**src/rtl/gray_arb_pkg.sv**
```systemverilog
// Shared types and default sizing for the gray_conv_arbiter slice.
package gray_arb_pkg;

  localparam int unsigned GRAY_ARB_WIDTH = 32'd4;
  localparam int unsigned GRAY_ARB_NREQ  = 32'd4;

  typedef enum logic [1:0] {
    ST_IDLE = 2'd0,
    ST_CONV = 2'd1,
    ST_HOLD = 2'd2
  } gray_arb_state_t;

endpackage

```
**src/rtl/gray2bin_core.sv**
```systemverilog
// Purely combinational reflected-Gray to binary converter.
module gray2bin_core #(
  parameter int unsigned WIDTH = 32'd4
) (
  input  logic [WIDTH-1:0] gray_i,
  output logic [WIDTH-1:0] bin_o
);

  // Each binary bit is the running XOR of the Gray bits from the MSB down.
  always_comb begin
    bin_o = '0;
    bin_o[WIDTH-1] = gray_i[WIDTH-1];
    for (int i = int'(WIDTH) - 2; i >= 0; i--) begin
      bin_o[i] = bin_o[i+1] ^ gray_i[i];
    end
  end

endmodule

```
**src/rtl/gray_conv_arbiter.sv**
```systemverilog
// Round-robin arbiter sharing one Gray-to-binary datapath between NREQ requesters.
// Optional adjacency checker enabled by defining GRAY_ARB_CHECK_EN (adds out_adj_err).
module gray_conv_arbiter
  import gray_arb_pkg::*;
#(
  parameter int unsigned WIDTH = GRAY_ARB_WIDTH,
  parameter int unsigned NREQ  = GRAY_ARB_NREQ,
  localparam int unsigned IDW  = $clog2(NREQ)
) (
  input  logic                  clk,
  input  logic                  rst_n,
  input  logic [NREQ-1:0]       req_valid,
  input  logic [NREQ*WIDTH-1:0] req_gray,
  output logic [NREQ-1:0]       req_ready,
  output logic                  out_valid,
  output logic [WIDTH-1:0]      out_bin,
  output logic [IDW-1:0]        out_id,
  input  logic                  out_ready
`ifdef GRAY_ARB_CHECK_EN
  ,
  output logic                  out_adj_err
`endif
);

  gray_arb_state_t  state_q;
  logic [IDW-1:0]   rr_ptr_q;
  logic [IDW-1:0]   rr_ptr_d;
  logic [WIDTH-1:0] gray_q;
  logic [IDW-1:0]   id_q;
  logic             out_valid_q;
  logic [WIDTH-1:0] out_bin_q;
  logic [IDW-1:0]   out_id_q;

  logic [IDW:0]     pick_s;
  logic             grant_vld_s;
  logic [IDW-1:0]   grant_id_s;
  logic [WIDTH-1:0] grant_gray_s;
  logic [WIDTH-1:0] bin_s;

  // Returns {found, index} of the first valid requester at or after ptr, wrapping.
  function automatic logic [IDW:0] rr_pick(input logic [NREQ-1:0] valid,
                                           input logic [IDW-1:0]  ptr);
    logic [IDW:0]   res;
    int unsigned    idx;
    logic [IDW-1:0] sel;
    res = '0;
    for (int unsigned k = 32'd0; k < NREQ; k++) begin
      idx = (32'(ptr) + k) % NREQ;
      sel = idx[IDW-1:0];
      if (!res[IDW] && valid[sel]) begin
        res = {1'b1, sel};
      end else begin
        res = res;
      end
    end
    return res;
  endfunction

  // Grant selection is only meaningful while idle.
  always_comb begin
    pick_s      = rr_pick(req_valid, rr_ptr_q);
    grant_id_s  = pick_s[IDW-1:0];
    grant_vld_s = (state_q == ST_IDLE) && pick_s[IDW];
  end

  // One-hot accept strobe and mux of the granted Gray word.
  always_comb begin
    req_ready    = '0;
    grant_gray_s = '0;
    for (int i = 0; i < int'(NREQ); i++) begin
      if (IDW'(i) == grant_id_s) begin
        grant_gray_s = req_gray[i*WIDTH +: WIDTH];
        req_ready[i] = grant_vld_s;
      end else begin
        grant_gray_s = grant_gray_s;
      end
    end
  end

  // Next search start: one past the requester just served, wrapping NREQ-1 to 0.
  always_comb begin
    if (id_q == IDW'(NREQ - 32'd1)) begin
      rr_ptr_d = '0;
    end else begin
      rr_ptr_d = id_q + IDW'(1);
    end
  end

  gray2bin_core #(
    .WIDTH (WIDTH)
  ) u_gray2bin (
    .gray_i (gray_q),
    .bin_o  (bin_s)
  );

  // Transaction FSM: capture in IDLE, convert in CONV, hold result until accepted.
  always_ff @(posedge clk or negedge rst_n) begin
    if (!rst_n) begin
      state_q     <= ST_IDLE;
      rr_ptr_q    <= '0;
      gray_q      <= '0;
      id_q        <= '0;
      out_valid_q <= 1'b0;
      out_bin_q   <= '0;
      out_id_q    <= '0;
    end else begin
      case (state_q)
        ST_IDLE: begin
          if (grant_vld_s) begin
            gray_q  <= grant_gray_s;
            id_q    <= grant_id_s;
            state_q <= ST_CONV;
          end else begin
            state_q <= ST_IDLE;
          end
        end
        ST_CONV: begin
          out_bin_q   <= bin_s;
          out_id_q    <= id_q;
          out_valid_q <= 1'b1;
          state_q     <= ST_HOLD;
        end
        ST_HOLD: begin
          if (out_ready) begin
            out_valid_q <= 1'b0;
            rr_ptr_q    <= rr_ptr_d;
            state_q     <= ST_IDLE;
          end else begin
            state_q     <= ST_HOLD;
          end
        end
        default: begin
          out_valid_q <= 1'b0;
          state_q     <= ST_IDLE;
        end
      endcase
    end
  end

  assign out_valid = out_valid_q;
  assign out_bin   = out_bin_q;
  assign out_id    = out_id_q;

`ifdef GRAY_ARB_CHECK_EN
  logic [WIDTH-1:0] last_gray_q [NREQ];
  logic [NREQ-1:0]  seen_q;
  logic             out_adj_err_q;

  // Consecutive words from one Gray source must differ in exactly one bit.
  function automatic logic single_bit_diff(input logic [WIDTH-1:0] d);
    return (d != '0) && ((d & (d - WIDTH'(1))) == '0);
  endfunction

  // Per-requester history, flagged alongside the result and cleared with out_valid.
  always_ff @(posedge clk or negedge rst_n) begin
    if (!rst_n) begin
      for (int i = 0; i < int'(NREQ); i++) begin
        last_gray_q[i] <= '0;
      end
      seen_q        <= '0;
      out_adj_err_q <= 1'b0;
    end else begin
      case (state_q)
        ST_CONV: begin
          out_adj_err_q     <= seen_q[id_q] && !single_bit_diff(gray_q ^ last_gray_q[id_q]);
          last_gray_q[id_q] <= gray_q;
          seen_q[id_q]      <= 1'b1;
        end
        ST_HOLD: begin
          if (out_ready) begin
            out_adj_err_q <= 1'b0;
          end else begin
            out_adj_err_q <= out_adj_err_q;
          end
        end
        default: begin
          out_adj_err_q <= out_adj_err_q;
        end
      endcase
    end
  end

  assign out_adj_err = out_adj_err_q;
`endif

endmodule

```
**config.mk**
```make
export PLATFORM = sky130hd
export DESIGN_NAME = gray_conv_arbiter
export DESIGN_NICKNAME = d
export VERILOG_FILES = /design/src/rtl/gray_arb_pkg.sv /design/src/rtl/gray2bin_core.sv /design/src/rtl/gray_conv_arbiter.sv
export SDC_FILE = /design/constraint.sdc
export NUM_CORES = 1
export LEC_CHECK = 0
export CORE_MARGIN = 3
export CORE_UTILIZATION = 40
export CTS_CLUSTER_SIZE = 8
export DETAILED_ROUTE_END_ITERATION = 16
export PLACE_DENSITY = 0.74
export SLEW_MARGIN = 20
export SYNTH_ARGS = -nofsm -noshare
export SYNTH_HDL_FRONTEND = slang
export SYNTH_SLANG_ARGS = --single-unit
```
**constraint.sdc**
```tcl
create_clock -name clk -period 2.5 [get_ports clk]
set_input_delay 0.75 -clock clk [delete_from_list [all_inputs] [get_ports clk]]
set_output_delay 0.75 -clock clk [all_outputs]
set_load 0.005 [all_outputs]
```
# Yosys cells after proc, flatten, opt, wreduce, memory -nomap -nowiden
# Index checks and enable logic that the tools add are counted.
# word_totals
in_bits	23
wordCells	64
out_inout_bits	11
regBits	17
# op_classes
magnitude_cmp	4
n_reduce_logical	12
muxes	26
addsub	4
bitwise_logic	4
n_eq_ne	7
# ops
op	count
4-bit two-way mux	4
2-bit by 3-bit < comparator with 1-bit output (second input constant)	4
3-bit two-way mux	4
1-bit two-way mux	10
1-bit binary-select mux with 2-bit select	4
2-bit one-hot mux with 3 select lines	1
2-bit AND reduction	3
2-bit by 1-bit adder with 2-bit output (second input constant)	2
2-bit adder (second input constant)	2
2-bit == test (first input constant)	2
2-bit == test (second input constant)	2
1-bit logical AND	4
2-bit logical NOT	2
2-bit two-way mux	2
1-bit logical NOT	3
1-bit one-hot mux with 3 select lines	1
1-bit XOR	3
1-bit by 2-bit == test with 1-bit output (first input constant)	1
2-bit by 1-bit == test with 1-bit output (second input constant)	1
2-bit != test (second input constant)	1
1-bit NOT	1

# Depth between registers and ports, before layout
# Gate-level depths: netlist of the first run.
# logic_depth
word_depth	17
mapped_depth	6
mapped_depth_nobuf	5

# Hierarchy
# From an unflattened synthesis of the first run, not the netlist that was laid out.
# unflattened
cells_unflattened	82
area_unflattened_um2	922.1
# modules_own_cells
module	n_inst	area_per_inst_um2	cells_each	seq_area_each_um2
gray_conv_arbiter	1	872.1	77	425.4
gray2bin_core	1	50.0	5	0.0

# Least setup slack after synthesis of the first run
# No wires, ideal clock.
# synth_timing
path_type	in2out
from	in req_valid[3]
to	out req_ready[0]
setup_slack_ns	0.231
stages	6
t_arrival_ns	1.519
required_time_ns	1.750
n_path_buf	1
cell_sequence	nor4_1 > or3_1 > buf_6 > inv_2 > nand2b_2 > nor2b_1
# synth_via
elab_chain_len	14
word_cells_on_any_way	21
classes_between	mux (13); reduce/logical (8)
# synth_rtl
element	line_no	text
start: declaration	gray_conv_arbiter.sv:12	input logic [NREQ-1:0] req_valid,
1-bit binary-select mux with 2-bit select	gray_conv_arbiter.sv:50	if (!res[IDW] && valid[sel]) begin
1-bit two-way mux (implied by the code)	gray_conv_arbiter.sv:50	
3-bit two-way mux	gray_conv_arbiter.sv:50	
1-bit logical NOT	gray_conv_arbiter.sv:50	
1-bit logical AND	gray_conv_arbiter.sv:50	
3-bit two-way mux	gray_conv_arbiter.sv:50	
1-bit logical NOT	gray_conv_arbiter.sv:50	
1-bit logical AND	gray_conv_arbiter.sv:50	
3-bit two-way mux	gray_conv_arbiter.sv:50	
1-bit logical NOT	gray_conv_arbiter.sv:50	
1-bit logical AND	gray_conv_arbiter.sv:50	
3-bit two-way mux *	gray_conv_arbiter.sv:50	
2-bit logical NOT or 1-bit logical AND (tied branches)	gray_conv_arbiter.sv:71, gray_conv_arbiter.sv:63	
1-bit two-way mux *	gray_conv_arbiter.sv:71	if (IDW'(i) == grant_id_s) begin
end: declaration	gray_conv_arbiter.sv:14	output logic [NREQ-1:0] req_ready,
# Every way passes the cells marked *; elsewhere a longest branch is shown, timed or not. The select of a mux whose other input is x is not followed.

# Worst setup path after layout of the first run
# layout_timing
from	in req_valid[2]
to	out req_ready[0]
# Same word-level chain as after synthesis.

==> results of run 1 <==
[worst max-delay path, stage by stage]
cell and delay, ns:
buf_6 0.10, nor4_4 0.04, or3_4 0.35, inv_4 0.07, buf_6 0.10, nand2b_4 0.05
nor2b_1 0.10, buf_2 0.11
[path summary, 6_finish.rpt]
path	end	slack (ns)	cells after the start
hold / removal	out_valid$_DFFE_PN0P_	0.49	1
hold reg to reg	out_valid$_DFFE_PN0P_	0.49	1
setup / recovery	req_ready[0]	0.07	8
min in group asynchronous	id_q[1]$_DFFE_PN0N_	0.79	2
max in group asynchronous	rr_ptr_q[1]$_DFFE_PN0P_	1.51	2
setup reg to reg	gray_q[0]$_DFFE_PN0N_	0.94	7
[what timing repair did]
item                                    in CTS  in global routing
buffers inserted                             3                  0
pin swaps                                    5                  3
endpoints found under the setup margin       4                  4
gates resized for setup                     41                  7
[registers in the layout (all words and copies together) (netlist names)]
| signal | count |
|---|---|
| gray_q | 4 |
| out_bin | 4 |
| id_q | 2 |
| out_id | 2 |
| rr_ptr_q | 2 |
| state_q | 2 |
| out_valid | 1 |
[kinds of logic (layout without fill, tap and decap cells)]
logic type                 Yosys count  after routing  share of synthesized area, %
xor gates and xnor gates             3              3                          2.90
buffers and inverters                5             50                          3.72
adders and majority gates            1              1                          1.38
DFF                                 17             17                          46.9
AOI/OAI and AO/OA                   15             15                          12.3
muxes                               12             12                          13.8
and+or+nand+nor                     33             33                          19.0
[cell usage after synthesis (2+ instances only)]
master / instances / share of area (%)
nand2_1: 15 / 6.2
dfrtp_1: 17 / 47
nor2_1: 6 / 2.5
o21ai_0: 5 / 2.8
o221ai_1: 4 / 3.9
nand2b_1: 2 / 1.4
buf_6: 2 / 2.5
xor2_1: 2 / 1.9
mux2i_1: 8 / 8.8
mux2_2: 4 / 5.0
[per-stage QoR]
stage / setup slack, ns / utilization, % / instance area (sq um) / setup TNS [ns] / std cells
detailed placement: -0.774 / 63.7 / 1310 / -2.97 / 152
global route: -0.00262 / 67.2 / 1390 / -0.00363 / 158
finish: 0.0707 / 67.2 / 1390 / 0 / 158
CTS: 0.00227 / 66.7 / 1380 / 0 / 158
floorplan: 0.231 / - / 907 / 0 / 86
global placement: -0.716 / 63.7 / 1310 / -2.78 / 152
[power by group]
group / internal [mW] / switching [mW] / leakage [nW]
sequential: 0.413 / 0.104 / 0.209
combinational: 0.476 / 0.359 / 0.418
clock: 0.0618 / 0.0799 / 0.0150
[metal layers]
layer,global-route usage [%],vias to the layer above
li1,-,394
met1,18.7,365
met2,29.6,30
met3,2.49,0
met4,5.11,0
met5,0,-
[layout make-up]
type	instances	area share, %
Clock buffer	4	1.90
Timing Repair Buffer	44	28.7
Inverter	2	0.723
Tap cell	27	2.44
Multi-Input combinational cell	64	35.4
Sequential cell	17	30.8
==> impl_metrics.toml, run 1 <==
[sta]
setup_violations = 0
fin_crit_sh_pct = 97.2
min_period_ns = 2.43
whs_ns = 0.491
slew-limit-headroom_pct = 78.5
max_freq_mhz = 412
slew_violations = 0
max_slew.worst_pin.slew_ns = 0.323
finalHoldViolCount = 0
skew_ns = 0.00474

[route]
routed_wirelength_um = 2020
drt-pass1-iter-count = 4
routed.top_layer = "met3"
met2_length_um = 1020
vias_per_cell = 4.99
antenna_left = 0
num_vias = 789
drtIter0Drc = 13
detail_route.wl_per_cell_um = 12.8
drcViolationCount = 0
routed-wl-met3_um = 122
wl_met1_um = 875

[worst_setup_path]
start_kind = "input port"
r2r_start = "rr_ptr_q[0]$_DFFE_PN0P_"
crit_type = "input port to output pin"
crit_required_ns = 1.75
cp_max_fo = 4
cp.arrival_ns = 1.68
crit_path_start = "req_valid[2]"
worstSetupEndpointType = "output pin"

[yosys]
syn_inst = 86
yosys_warnings = 0
synth_cell_types = 31
ys.flop_type = "dfrtp_1"
synth_area_sq_um = 907
synth_nets = 110
synth_edf_count = 0
ys_seq_area_share_pct = 46.9
ys_ff_latch = 17
avgSynthCellArea_sq_um = 10.5
synth_async_sr_flop_share_pct = 100

[floorplan]
ios = 34
die_x_um = 53.6
initial_core_util_pct = 44.0
rows = 16
coreArea_sq_um = 2060
die_h_um = 53.6
dieArea_sq_um = 2880

[cells_and_area]
nNetsFinal = 156
multi_input_area_sq_um = 490
area_delta_synth_final_pct = 52.7
layout_commonest_cell = "clkdlybuf4s50_1"
drive_above_1_share_pct = 29.0
nFillCells = 189
regArea_sq_um = 427
diodes = 0
mostFrequentLayoutCells = "clkdlybuf4s50_1 (25), dfrtp_1 (16), nand2_1 (15)"

[min_path]
min_from = "out_valid$_DFFE_PN0P_"
hp-class = "register to register"

[cts]
h-tree-depth = 1
hold_buffers = 0
clock-root-buffer = "clkbuf_4"
tritoncts = "built"
insertion_delay_ns = 0.28
cts_max_path_buffers = 2
cts_sinks = 17
path_clk_slew_ns = 0.10
cts_buffers = 3

[grt]
antenna_found_initial = 0
gr-total-overflow = 0
grt_pass1_vias = 840
track_usage_pct = 16.0
grt_max_degree = 18
grt_first_pass_wirelength_um = 3340

[placement]
hpwl_um = 1580
io_buffers = 33
gp_congestion = 0.752

[power]
leakage_nw = 0.641
peakVddDrop_mv = 0.694
power_mw = 1.49
p_per_area_nw_per_um2 = 1080

[run]
drv_cap = 0

[outcome]
status = "complete, no violations"
(Power assumes the default switching activity.)
==> run 2, diff against run 1 <==
==> constraint.sdc (replaced) <==
create_clock -name clk -period 2.5 [get_ports clk]
set_input_delay 0.75 -clock clk [delete_from_list [all_inputs] [get_ports clk]]
set_output_delay 0.75 -clock clk [all_outputs]
set_load 0.1 [all_outputs]
==> run 2 against run 1 <==
Critical path type unchanged. The flow now finishes with violations (setup timing). Clock skew up 0.010 ns. Die area stayed put. Critical endpoint unchanged. First-iteration DRC count down 31%. Register-to-register slack worse by 0.16 ns. Highest routed layer is now met4. Via count up 5.8%. Critical path depth down 1. Clock power increased by 4%. Global-route usage is 3.0 points higher. Worst setup slack got worse by 0.076 ns. Utilization grew 6.5 points.
==> impl_metrics.toml, run 2 (same netlist as run 1, synthesis figures left out) <==
[cts]
cts_buffers = 3
clock-root-buffer = "clkbuf_4"
hold_buffers = 0
cts_max_path_buffers = 2
h-tree-depth = 1
cts_sinks = 17
tritoncts = "built"
insertion_delay_ns = 0.30
path_clk_slew_ns = 0.11

[worst_setup_path]
start_kind = "input port"
crit_buf_inv = 3
worstSetupEndpointType = "output pin"
cp_slowest_cell = "or3_4"
crit_chain = "buf_6 -> nor4_2 -> or3_4 -> inv_4 -> nand2b_4 -> nor2b_4 -> buf_12"
r2r_slack_ns = 0.78
critical_path.top_delay_family = "simple AND/OR/NAND/NOR gates"
cp_max_fo = 5
crit_required_ns = 1.75
cp.arrival_ns = 1.76
r2r_start = "rr_ptr_q[0]$_DFFE_PN0P_"
crit_type = "input port to output pin"
crit_path_start = "req_valid[3]"
cpPeakStageDelay_ns = 0.38
reg2reg_depth = 8
r2r_end = "gray_q[3]$_DFFE_PN0N_"

[outcome]
violations = "setup timing"
status = "finished with violations"

[floorplan]
dieArea_sq_um = 2880
coreArea_sq_um = 2060
die_h_um = 53.6
die_x_um = 53.6
initial_core_util_pct = 44.0
ios = 34
rows = 16

[route]
routed_wirelength_um = 2310
detail_route.wl_per_cell_um = 14.2
drt-pass1-iter-count = 4
drcViolationCount = 0
num_vias = 835
antenna_left = 0
drtIter0Drc = 9
vias_per_cell = 5.12

[grt]
grt_first_pass_wirelength_um = 3820
antenna_found_initial = 0
grt_pass1_vias = 881
track_usage_pct = 19.0
grt_max_degree = 18
gr-total-overflow = 0

[sta]
max_slew.worst_pin.slew_ns = 0.353
min_period_ns = 2.51
setup_violations = 1
fin_crit_sh_pct = 100
finalHoldViolCount = 0
grt_setup_unrepaired = "true"
setup_slack_ns = -0.00514
skew_ns = 0.0150
fin_tns_setup_ns = -0.00514
max_freq_mhz = 399
slew_violations = 0
slew-limit-headroom_pct = 76.5

[placement]
gp_congestion = 0.714
hpwl_um = 1710
io_buffers = 33
numPlacedInstances = 153

[power]
leakage_nw = 0.704
peakVddDrop_mv = 1.39
p_per_area_nw_per_um2 = 1460

[cells_and_area]
layout_commonest_cell = "buf_4"
diodes = 0
utilization_pct = 73.7
nNetsFinal = 161
layout.cells.non_filler = 163
nFillCells = 163
area_delta_synth_final_pct = 67.4
mostFrequentLayoutCells = "buf_4 (21), clkdlybuf4s50_1 (18), dfrtp_1 (17)"
drive_above_1_share_pct = 41.9

[min_path]
whs_endpoint = "out_valid$_DFFE_PN0P_"
min_from = "out_valid$_DFFE_PN0P_"
holdPathStages = 1
hp-class = "register to register"

[run]
drv_cap = 0
[run 2: stage by stage]
step                      area, sq um  setup WS (ns)  hold WS (ns)  power, mW
after global placement           1370         -0.468         0.465       1.88
after global routing             1520        -0.0671         0.526       2.35
final                            1520       -0.00514         0.489       2.22
after CTS                        1500        0.00734         0.493       2.18
after detailed placement         1370         -0.496         0.469       1.92
after floorplan                   938         -0.130         0.454       1.54
[run 2: how the worst max path moves through the flow]
stage,end,cells past startpoint
after floorplan,req_ready[0],6
after global placement,req_ready[1],6
after detailed placement,req_ready[1],6
after CTS,req_ready[0],7
after global routing,req_ready[0],6
final,req_ready[0],7
[run 2: final cells by class]
class	instances	area (sq um)	share of cell area (%)
Timing Repair Buffer	49	498	32.8
Sequential cell	17	425	28.0
Multi-Input combinational cell	64	524	34.5
Clock inverter	1	5.00	0.329
Clock buffer	3	22.5	1.48
Inverter	2	10.0	0.659
Tap cell	27	33.8	2.22
[run 2: timing repair]
| item | 4_1_cts | 5_1_grt |
|---|---|---|
| endpoints found under the setup margin | 4 | 4 |
| setup buffers | 5 | 1 |
| pin swaps | 2 | 2 |
| resized for setup | 29 | 5 |
[run 2: report_power, final]
group | internal [mW] | total (mW) | switching [mW]
registers | 0.411 | 0.525 | 0.114
clock network | 0.0595 | 0.148 | 0.0890
logic | 0.593 | 1.54 | 0.952
total | 1.06 | 2.22 | 1.15
[run 2: layer usage]
layer | global-route usage (%) | part of all wire [%] | vias up
li1 | - | - | 403
met1 | 20.0 | 38 | 392
met2 | 36.5 | 55 | 36
met3 | 3.60 | 5.5 | 4
met4 | 7.66 | 1.1 | 0
met5 | 0 | 0 | -
